==> src/rtl/countdown_timer_if.sv <==
// Control and status bundle for the minutes:seconds countdown timer.
// The master side drives the tick and control pulses. The slave side is the timer.
interface countdown_timer_if;
  logic        e;
  logic        load;
  logic [11:0] preset;
  logic        start;
  logic        stop;
  logic [11:0] count;
  logic        running;
  logic        done;
  logic        expire;

  modport master (
    output e, load, preset, start, stop,
    input  count, running, done, expire
  );

  modport slave (
    input  e, load, preset, start, stop,
    output count, running, done, expire
  );
endinterface

==> src/rtl/countdown_timer.sv <==
// Loadable minutes:seconds countdown timer.
// The count is packed as {1'b0, min[3:0], sec[6:0]}.
// The timer decrements on each tick e while running.
// It pulses expire when the count reaches 0:00.
module countdown_timer #(
  parameter int MAX_SEC     = 59,
  parameter bit AUTO_RELOAD = 1'b0
) (
  input  logic             clk,
  input  logic             rst,
  countdown_timer_if.slave bus
);

  localparam logic [6:0] MAX_SEC_V = 7'(MAX_SEC);

  typedef enum logic [1:0] {IDLE, RUN, PAUSE, DONE} state_e;

  state_e      state_q, state_d;
  logic [11:0] count_q, count_d;
  logic [11:0] preset_q, preset_d;
  logic        running_q, running_d;
  logic        done_q, done_d;
  logic        expire_q, expire_d;
  logic [3:0]  min_nx;
  logic [6:0]  sec_nx;

  // Bit 11 of the preset carries no information.
  logic unused_preset_msb;
  assign unused_preset_msb = bus.preset[11];

  // Clamp an out-of-range seconds field to the largest legal value.
  function automatic logic [6:0] sat_sec(input logic [6:0] s);
    return (s > MAX_SEC_V) ? MAX_SEC_V : s;
  endfunction

  // Next-state logic. The priority order is load, then stop, then start, then tick.
  always_comb begin
    state_d  = state_q;
    count_d  = count_q;
    preset_d = preset_q;
    expire_d = 1'b0;
    min_nx   = count_q[10:7];
    sec_nx   = count_q[6:0];
    if (bus.load) begin
      preset_d = {1'b0, bus.preset[10:7], sat_sec(bus.preset[6:0])};
      count_d  = preset_d;
      state_d  = IDLE;
    end else if (bus.stop) begin
      // stop also masks a simultaneous start in every state
      if (state_q == RUN) state_d = PAUSE;
    end else if (bus.start && (state_q == IDLE || state_q == PAUSE)) begin
      if (count_q[10:0] != 11'd0) state_d = RUN;
    end else if (bus.e && state_q == RUN) begin
      if (count_q[10:0] == 11'd0) begin
        // Only reachable with auto-reload: this tick restores the preset
        count_d = preset_q;
        if (preset_q[10:0] == 11'd0) state_d = DONE;
      end else begin
        if (sec_nx != 7'd0) begin
          sec_nx = sec_nx - 7'd1;
        end else begin
          sec_nx = MAX_SEC_V;
          min_nx = min_nx - 4'd1;
        end
        count_d = {1'b0, min_nx, sec_nx};
        if ({min_nx, sec_nx} == 11'd0) begin
          expire_d = 1'b1;
          if (!AUTO_RELOAD || preset_q[10:0] == 11'd0) state_d = DONE;
        end
      end
    end
    running_d = (state_d == RUN);
    done_d    = (state_d == DONE);
  end

  // State, count and registered status outputs.
  always_ff @(posedge clk or negedge rst) begin
    if (!rst) begin
      state_q   <= IDLE;
      count_q   <= 12'd0;
      preset_q  <= 12'd0;
      running_q <= 1'b0;
      done_q    <= 1'b0;
      expire_q  <= 1'b0;
    end else begin
      state_q   <= state_d;
      count_q   <= count_d;
      preset_q  <= preset_d;
      running_q <= running_d;
      done_q    <= done_d;
      expire_q  <= expire_d;
    end
  end

  assign bus.count   = count_q;
  assign bus.running = running_q;
  assign bus.done    = done_q;
  assign bus.expire  = expire_q;

endmodule

==> src/flat_wrapper.sv <==
// flat-port wrapper written by rule: the top's interface ports become plain ports
module countdown_timer_flat 
#(
  parameter int MAX_SEC     = 59,
  parameter bit AUTO_RELOAD = 1'b0
)
  (clk, rst, bus_e, bus_load, bus_preset, bus_start, bus_stop, bus_count, bus_running, bus_done, bus_expire);
  countdown_timer_if bus_i ();
  input  logic clk;
  input  logic rst;
  input wire logic [$bits(bus_i.e)-1:0] bus_e;
  input wire logic [$bits(bus_i.load)-1:0] bus_load;
  input wire logic [$bits(bus_i.preset)-1:0] bus_preset;
  input wire logic [$bits(bus_i.start)-1:0] bus_start;
  input wire logic [$bits(bus_i.stop)-1:0] bus_stop;
  output wire logic [$bits(bus_i.count)-1:0] bus_count;
  output wire logic [$bits(bus_i.running)-1:0] bus_running;
  output wire logic [$bits(bus_i.done)-1:0] bus_done;
  output wire logic [$bits(bus_i.expire)-1:0] bus_expire;
  assign bus_i.e = bus_e;
  assign bus_i.load = bus_load;
  assign bus_i.preset = bus_preset;
  assign bus_i.start = bus_start;
  assign bus_i.stop = bus_stop;
  assign bus_count = bus_i.count;
  assign bus_running = bus_i.running;
  assign bus_done = bus_i.done;
  assign bus_expire = bus_i.expire;
  countdown_timer #(.MAX_SEC(MAX_SEC), .AUTO_RELOAD(AUTO_RELOAD)) u_core (.clk(clk), .rst(rst), .bus(bus_i));
endmodule
==> config.mk <==
export PLATFORM = sky130hd
export DESIGN_NAME = countdown_timer_flat
export DESIGN_NICKNAME = d
export VERILOG_FILES = /design/src/rtl/countdown_timer_if.sv /design/src/rtl/countdown_timer.sv /design/src/flat_wrapper.sv
export SDC_FILE = /design/constraint.sdc
export NUM_CORES = 1
export LEC_CHECK = 0
export ABC_AREA = 1
export CAP_MARGIN = 20
export CORE_MARGIN = 2
export CORE_UTILIZATION = 25
export DETAILED_ROUTE_END_ITERATION = 16
export SYNTH_ARGS = -nofsm -noshare
export SYNTH_HDL_FRONTEND = slang
export SYNTH_SLANG_ARGS = --single-unit
==> constraint.sdc <==
create_clock -name clk -period 1.7 [get_ports clk]
set_input_delay 0.51 -clock clk [delete_from_list [all_inputs] [get_ports clk]]
set_output_delay 0.51 -clock clk [all_outputs]
set_load 0.02 [all_outputs]
======== Word level (Yosys, flattened, before mapping) ========
Cells that the tools add are included.
storage, ports and cells
  register bits after elaboration ......... 28
  output and inout bits ................... 15
  logic and storage cells ................. 59
cells by class
  add/sub/neg operators ................... 2
  order comparisons ....................... 1
  equality and inequality tests ........... 6
  multiplexer cells ....................... 33
  reduce and logical (&&, ||, !) cells .... 11
operators with widths
  kind                 count
  $mux 7               7
  $mux 12              4
  $logic_not 11->1     3
  $mux 4               6
  $mux 2               9
  $mux 11              1
  $reduce_bool 11->1   1
  $gt 7x6->1 const B   1
  $reduce_bool 7->1    1
  $sub 7x1->7 const B  1
  $mux 1               6
  $eq 2x1->1 const B   2
  $eq 2x2->1 const B   2
  $ne 2x2->1 const B   2
  $sub 4x1->4 const B  1
  $reduce_and 3->1     1
  $logic_and 1x1->1    2
  $logic_not 2->1      1
  $reduce_bool 2->1    1
  $logic_or 1x1->1     1

======== Depth between registers and ports, before layout ========
Gate-level depths: netlist (run 1).
  depth in word-level cells ............... 15
  depth in mapped cells ................... 17

======== Least setup slack after synthesis (run 1) ========
No wires, ideal clock.
  kind .................................... register to register
  from .................................... reg u_core.count_q[0] (netlist: u_core.bus.count[0])
  to ...................................... reg u_core.done_q (netlist: u_core.bus.done)
  library setup time ...................... 0.069 ns
  arrival time ............................ 1.844 ns
  path slack .............................. -0.213 ns
  stages on the path, launching flop included .. 17
  period minus slack after synthesis ...... 1.913 ns
  cells stage by stage .................... dfrtp_1 inv_1 ha_1 inv_1 nor2_1 nand3_2 nand2_1 nand3_1 nor2_1 nand3_2 nand2_1 nand2_1 nand2_1 nand2_1 nand2_2 nand2_2 nor2_2
between the ends
  longest elaborated chain between the ends .. 15
ends and longest elaborated chain
  element                                           line                                          source
  from (decl)                                       countdown_timer.sv:19                         logic [11:0] count_q, count_d;
  from (signal assigned)                            countdown_timer.sv:87                         count_q <= count_d;
  $sub 7x1->7 or $reduce_bool 7->1 (tied branches)  countdown_timer.sv:60, countdown_timer.sv:59
  $mux 7 or $mux 4 (tied branches)                  countdown_timer.sv:59                         if (sec_nx != 7'd0) begin
  $mux 7 or $mux 4 (tied branches)                  countdown_timer.sv:54                         if (count_q[10:0] == 11'd0) begin
  $mux 7 or $mux 4 (tied branches)                  countdown_timer.sv:53                         end else if (bus.e && state_q == RUN) begin
  $mux 7 or $mux 4 (tied branches)                  countdown_timer.sv:51                         end else if (bus.start && (state_q == IDLE || state_q == PAUSE)) begin
  $mux 7 or $mux 4 (tied branches)                  countdown_timer.sv:48                         end else if (bus.stop) begin
  $mux 7 or $mux 4 (tied branches)                  countdown_timer.sv:44                         if (bus.load) begin
  $logic_not 11->1                                  countdown_timer.sv:66                         if ({min_nx, sec_nx} == 11'd0) begin
  $mux 2                                            countdown_timer.sv:66
  $mux 2                                            countdown_timer.sv:54
  $mux 2                                            countdown_timer.sv:53
  $mux 2 (*)                                        countdown_timer.sv:51
  $mux 2 (*)                                        countdown_timer.sv:48
  $mux 2 (*)                                        countdown_timer.sv:44
  $eq 2x2->1 (*)                                    countdown_timer.sv:73                         done_d = (state_d == DONE);
  net u_core.done_d                                 countdown_timer.sv:22                         logic done_q, done_d;
  to (signal assigned)                              countdown_timer.sv:90                         done_q <= done_d;
  to (decl)                                         countdown_timer.sv:22
Mark *: on every way through the listed nets, which the timed path passes. The rest lies on a longest branch. The select of a mux whose other input is x is not followed.
A chain may end at the register's enable or synchronous reset.

======== Worst setup path after layout (run 1) ========
Ends and elaborated chain as after synthesis.

==> key figures, run 1 <==
Floorplanning
  – Die Y-Extent: 83.1 um
  – Core Region: 5990 um2
  – Top-Level Pins: 33
  – Floorplan row count: 28
  – Die X: between 80 and 90 um
  – Full die area: 6900 um2
  – Starting Density: 0.261

CTS
  – TritonCTS clock tree: built
  – Clock Latency Late Sink: 280 ps
  – CTS Buf Count: 3
  – H-tree depth: 1
  – Total clock sinks: 27
  – Clock Path Buffers: 2
  – Clk root buf: clkbuf_8
  – Worst-path clk slew: 100 ps

Critical path
  – CP startpoint kind: register
  – R2R Path End: u_core.bus.done
  – R2R Setup Slk: -120 ps
  – Max FO, Critical Path: 4
  – Critical Path RT: about 1900 ps
  – R2R Path Start: u_core.bus.count[0]
  – WS Path Type: reg -> reg
  – Crit end category: register
  – CP arrival: 2050 ps
  – Reg2reg path depth: 16
  – Crit path launch: u_core.bus.count[0]

Synth
  – Synth Area in XOR/XNOR: 0.00560
  – Share of the synthesized area in the top cell type: 0.432
  – Gate Count Post-Synth: ~210
  – Mapped Area: approximately 1600 um2
  – Largest family of logic cells by synthesized area: simple AND/OR/NAND/NOR gates
  – Mux share of post-synthesis cell area: 0
  – FF+latch count, synth: 27
  – Yosys Warn Count: 0
  – Ranking of synthesized cells by area: dfrtp_1, nand2_1, inv_1, o21ai_0, nor2_1
  – Simple-gate share of the synthesized area: 0.315
  – Yosys top cell by area: dfrtp_1
  – Synth Area in Adders: 0.0320
  – Sequential area share after synthesis: 0.432
  – Distinct cells, synth: 26
  – Synth Area per Inst: between 7 and 8 um2
  – Synth Area in Compound Gates: 0.137
  – Post-Syn Nets: about 230

Power and ir drop
  – Total power: 0.00163 W
  – Sw Ratio: 0.323
  – Clk pwr share: 0.233
  – Leakage: 1.19 nW
  – Pwr Density: between 600 and 700 nW/um2
  – Power share of the sequential group: 0.458
  – NetSw: 0.000528 W
  – IR drop worst, VDD: roughly 0.40 mV
  – Power Internal: 0.00111 W
  – Comb pwr share: 0.309

Worst hold path
  – Hold_sp: u_core.preset_q[9]
  – Worst Hold Class: reg -> reg
  – Hold Crit Endpoint: u_core.preset_q[9]
  – Hold path depth: 2

Placed design
  – # placed instances: around 350
  – I/O Buffers: 30
  – Routability congestion estimate: 0.811
  – Detailed placer's ending HPWL: 3270 um

Drt
  – DR WL/cell: 11.7 um
  – Via count: about 1,600
  – Vias per cell: approximately 4.4
  – Routed Wire Length: between 4000 and 5000 um
  – Antenna-violating nets left: 0
  – Detailed-route DRC error count: 0
  – First-pass iteration count of the detailed router: 4
  – Detailed Route Iter0 Violations: 74

Global routing
  – Overflow after GRT: 0
  – Initial antenna violation count: 0
  – Largest net degree at the start of global routing: 28
  – First-pass GRT wire length: 7010 um
  – Vias in the first global route: roughly 1,500
  – Global Route Usage Sum: 0.124

Final layout
  – Fillers: slightly above 600
  – Multi-input logic area: 840 um2
  – Share of layout cells above drive strength 1: 0.298
  – Finished Core Util: 0.399
  – Final net count: 305
  – N_diodes: 0
  – Area grow syn2layout: 53.0%
  – Finished Layout Cells: 357
  – Register area: slightly below 700 um2

STA
  – Hold WS: 508 ps
  – Final Setup Violations: 4
  – Fin. Hold Viols: 0
  – Final worst slack: -125 ps
  – Final min period: 1820 ps
  – Crit share post-route: 1.07
  – Max-slew violations: 0
  – RSZ-0062 raised after global routing: true
  – Setup TNS: -302 ps
  – Fmax: ~550 MHz
  – Setup Skew: 4.54 ps

Job
  – Max-Cap Viols: 0

Outcome
  – Run status: finished with violations
  – Failing checks: setup timing
## cell type report
class,count,share of cell area
clock buffer,4,0.0188
tap,75,0.0392
timing repair buffer,76,0.266
inverter,25,0.0403
multi-input combinational,150,0.351
sequential,27,0.285
## registers in the layout, summed over array words and instances, names as in the netlist
signal / cells
u_core.bus.expire: 1
u_core.bus.count: 11
u_core.bus.running: 1
u_core.bus.done: 1
u_core.state_q: 2
u_core.preset_q: 11
## stage by stage
step           instance area (um2)  setup slack, ps
2_1_floorplan                 1580            -29.6
3_3_place_gp                  2260             -238
5_1_grt                       2390             -305
4_1_cts                       2360             -140
3_5_place_dp                  2260             -276
6_report                      2390             -125
## cell families after synthesis
| group | after synthesis |
|---|---|
| and+or+nand+nor | 109 |
| AOI/OAI and AO/OA | 35 |
| adders and majority gates | 4 |
| DFF | 27 |
| buffers and inverters | 30 |
| other | 1 |
| xor gates and xnor gates | 1 |
## critical path: stages (launching register included)
cell and delay, ps:
dfrtp_2 440, inv_4 90, ha_4 150, inv_2 40, nor2_2 80, nand3_2 130
nand2_1 110, nand3_2 100, nor2_2 100, nand3_2 90, nand2_1 70, nand2_1 40
nand2_1 50, nand2_1 60, nand2_2 80, nand2_2 60, nor2_2 80
## worst max-delay path by stage
| stage | slack, ps | cells past startpoint | endpoint |
|---|---|---|---|
| 2_1_floorplan | -30 | 16 | u_core.bus.done |
| 3_3_place_gp | -240 | 7 | u_core.bus.count[3] |
| 3_5_place_dp | -280 | 7 | u_core.bus.count[0] |
| 4_1_cts | -140 | 16 | u_core.bus.done |
| 5_1_grt | -310 | 16 | u_core.bus.done |
| 6_report | -120 | 16 | u_core.bus.done |
## cells in the final DEF (no fill, tap or decap), types with 3 or more instances in the layout
| cell type | n |
|---|---|
| dlygate4sd2_1 | 10 |
| inv_1 | 21 |
| clkbuf_8 | 3 |
| dfrtp_1 | 23 |
| nor2_1 | 16 |
| nor2_2 | 6 |
| nand3_1 | 8 |
| nand3_2 | 5 |
| clkdlybuf4s50_1 | 16 |
| nand2_1 | 57 |
| nor2_4 | 4 |
| o21ai_0 | 15 |
| buf_4 | 44 |
| o221ai_1 | 7 |
| inv_2 | 3 |
| clkdlybuf4s15_1 | 3 |
| nand2_2 | 6 |
| dfrtp_2 | 4 |
| o22ai_1 | 3 |
## power groups by stage
stage               logic (W)  registers [W]  clock network [W]
floorplan            0.000209       0.000787                  0
global placement     0.000496       0.000757                  0
detailed placement   0.000500       0.000758                  0
CTS                  0.000501       0.000747           0.000391
global route         0.000561       0.000756           0.000417
finish               0.000504       0.000748           0.000381
## synthesized netlist by cell type
cell type,count
nand2_1,58
dfrtp_1,27
inv_1,24
nor2_1,20
o21ai_0,17
nand3_1,11
o221ai_1,7
nand2_2,6
a21oi_1,4
ha_1,4
clkbuf_1,3
nor2_2,3
nor2_4,3
o22ai_1,3
a31oi_1,2
nand3_2,2
nand4_1,2
nor3_1,2
nor4_1,2
a41oi_1,1
buf_2,1
buf_4,1
conb_1,1
inv_2,1
o211ai_1,1
xor2_1,1
## repair_timing
action / in CTS / in global routing
setup endpoints to repair: 18 / 18
cloned: 0 / 0
hold buffers: 0 / 0
resized for setup: 29 / 9
setup buffers: 3 / 2
pin swaps: 4 / 1
## layer usage
layer / up-vias / wire length (um) / track usage
met4: 0 / 47 / 0.0358
met2: 24 / 1910 / 0.202
li1: 836 / - / -
met1: 721 / 2080 / 0.170
met3: 4 / 133 / 0.0189
met5: - / 0 / 0
Note: power is estimated with default switching activity, not from simulation.
==> inputs of run 2 (changes only) <==
--- a/config.mk
+++ b/config.mk
@@ -10,6 +10,7 @@
 export CORE_MARGIN = 2
 export CORE_UTILIZATION = 25
 export DETAILED_ROUTE_END_ITERATION = 16
+export HOLD_SLACK_MARGIN = 0.06
 export SYNTH_ARGS = -nofsm -noshare
 export SYNTH_HDL_FRONTEND = slang
 export SYNTH_SLANG_ARGS = --single-unit
==> results of run 2 <==
Same layout as run 1: the final DEF is identical, and so are final timing and power.
==> inputs of run 3 (changes only) <==
--- a/config.mk
+++ b/config.mk
@@ -6,7 +6,6 @@
 export NUM_CORES = 1
 export LEC_CHECK = 0
 export ABC_AREA = 1
-export CAP_MARGIN = 20
 export CORE_MARGIN = 2
 export CORE_UTILIZATION = 25
 export DETAILED_ROUTE_END_ITERATION = 16
==> results of run 3 <==
Same layout as run 1: the final DEF is identical, and so are final timing and power.
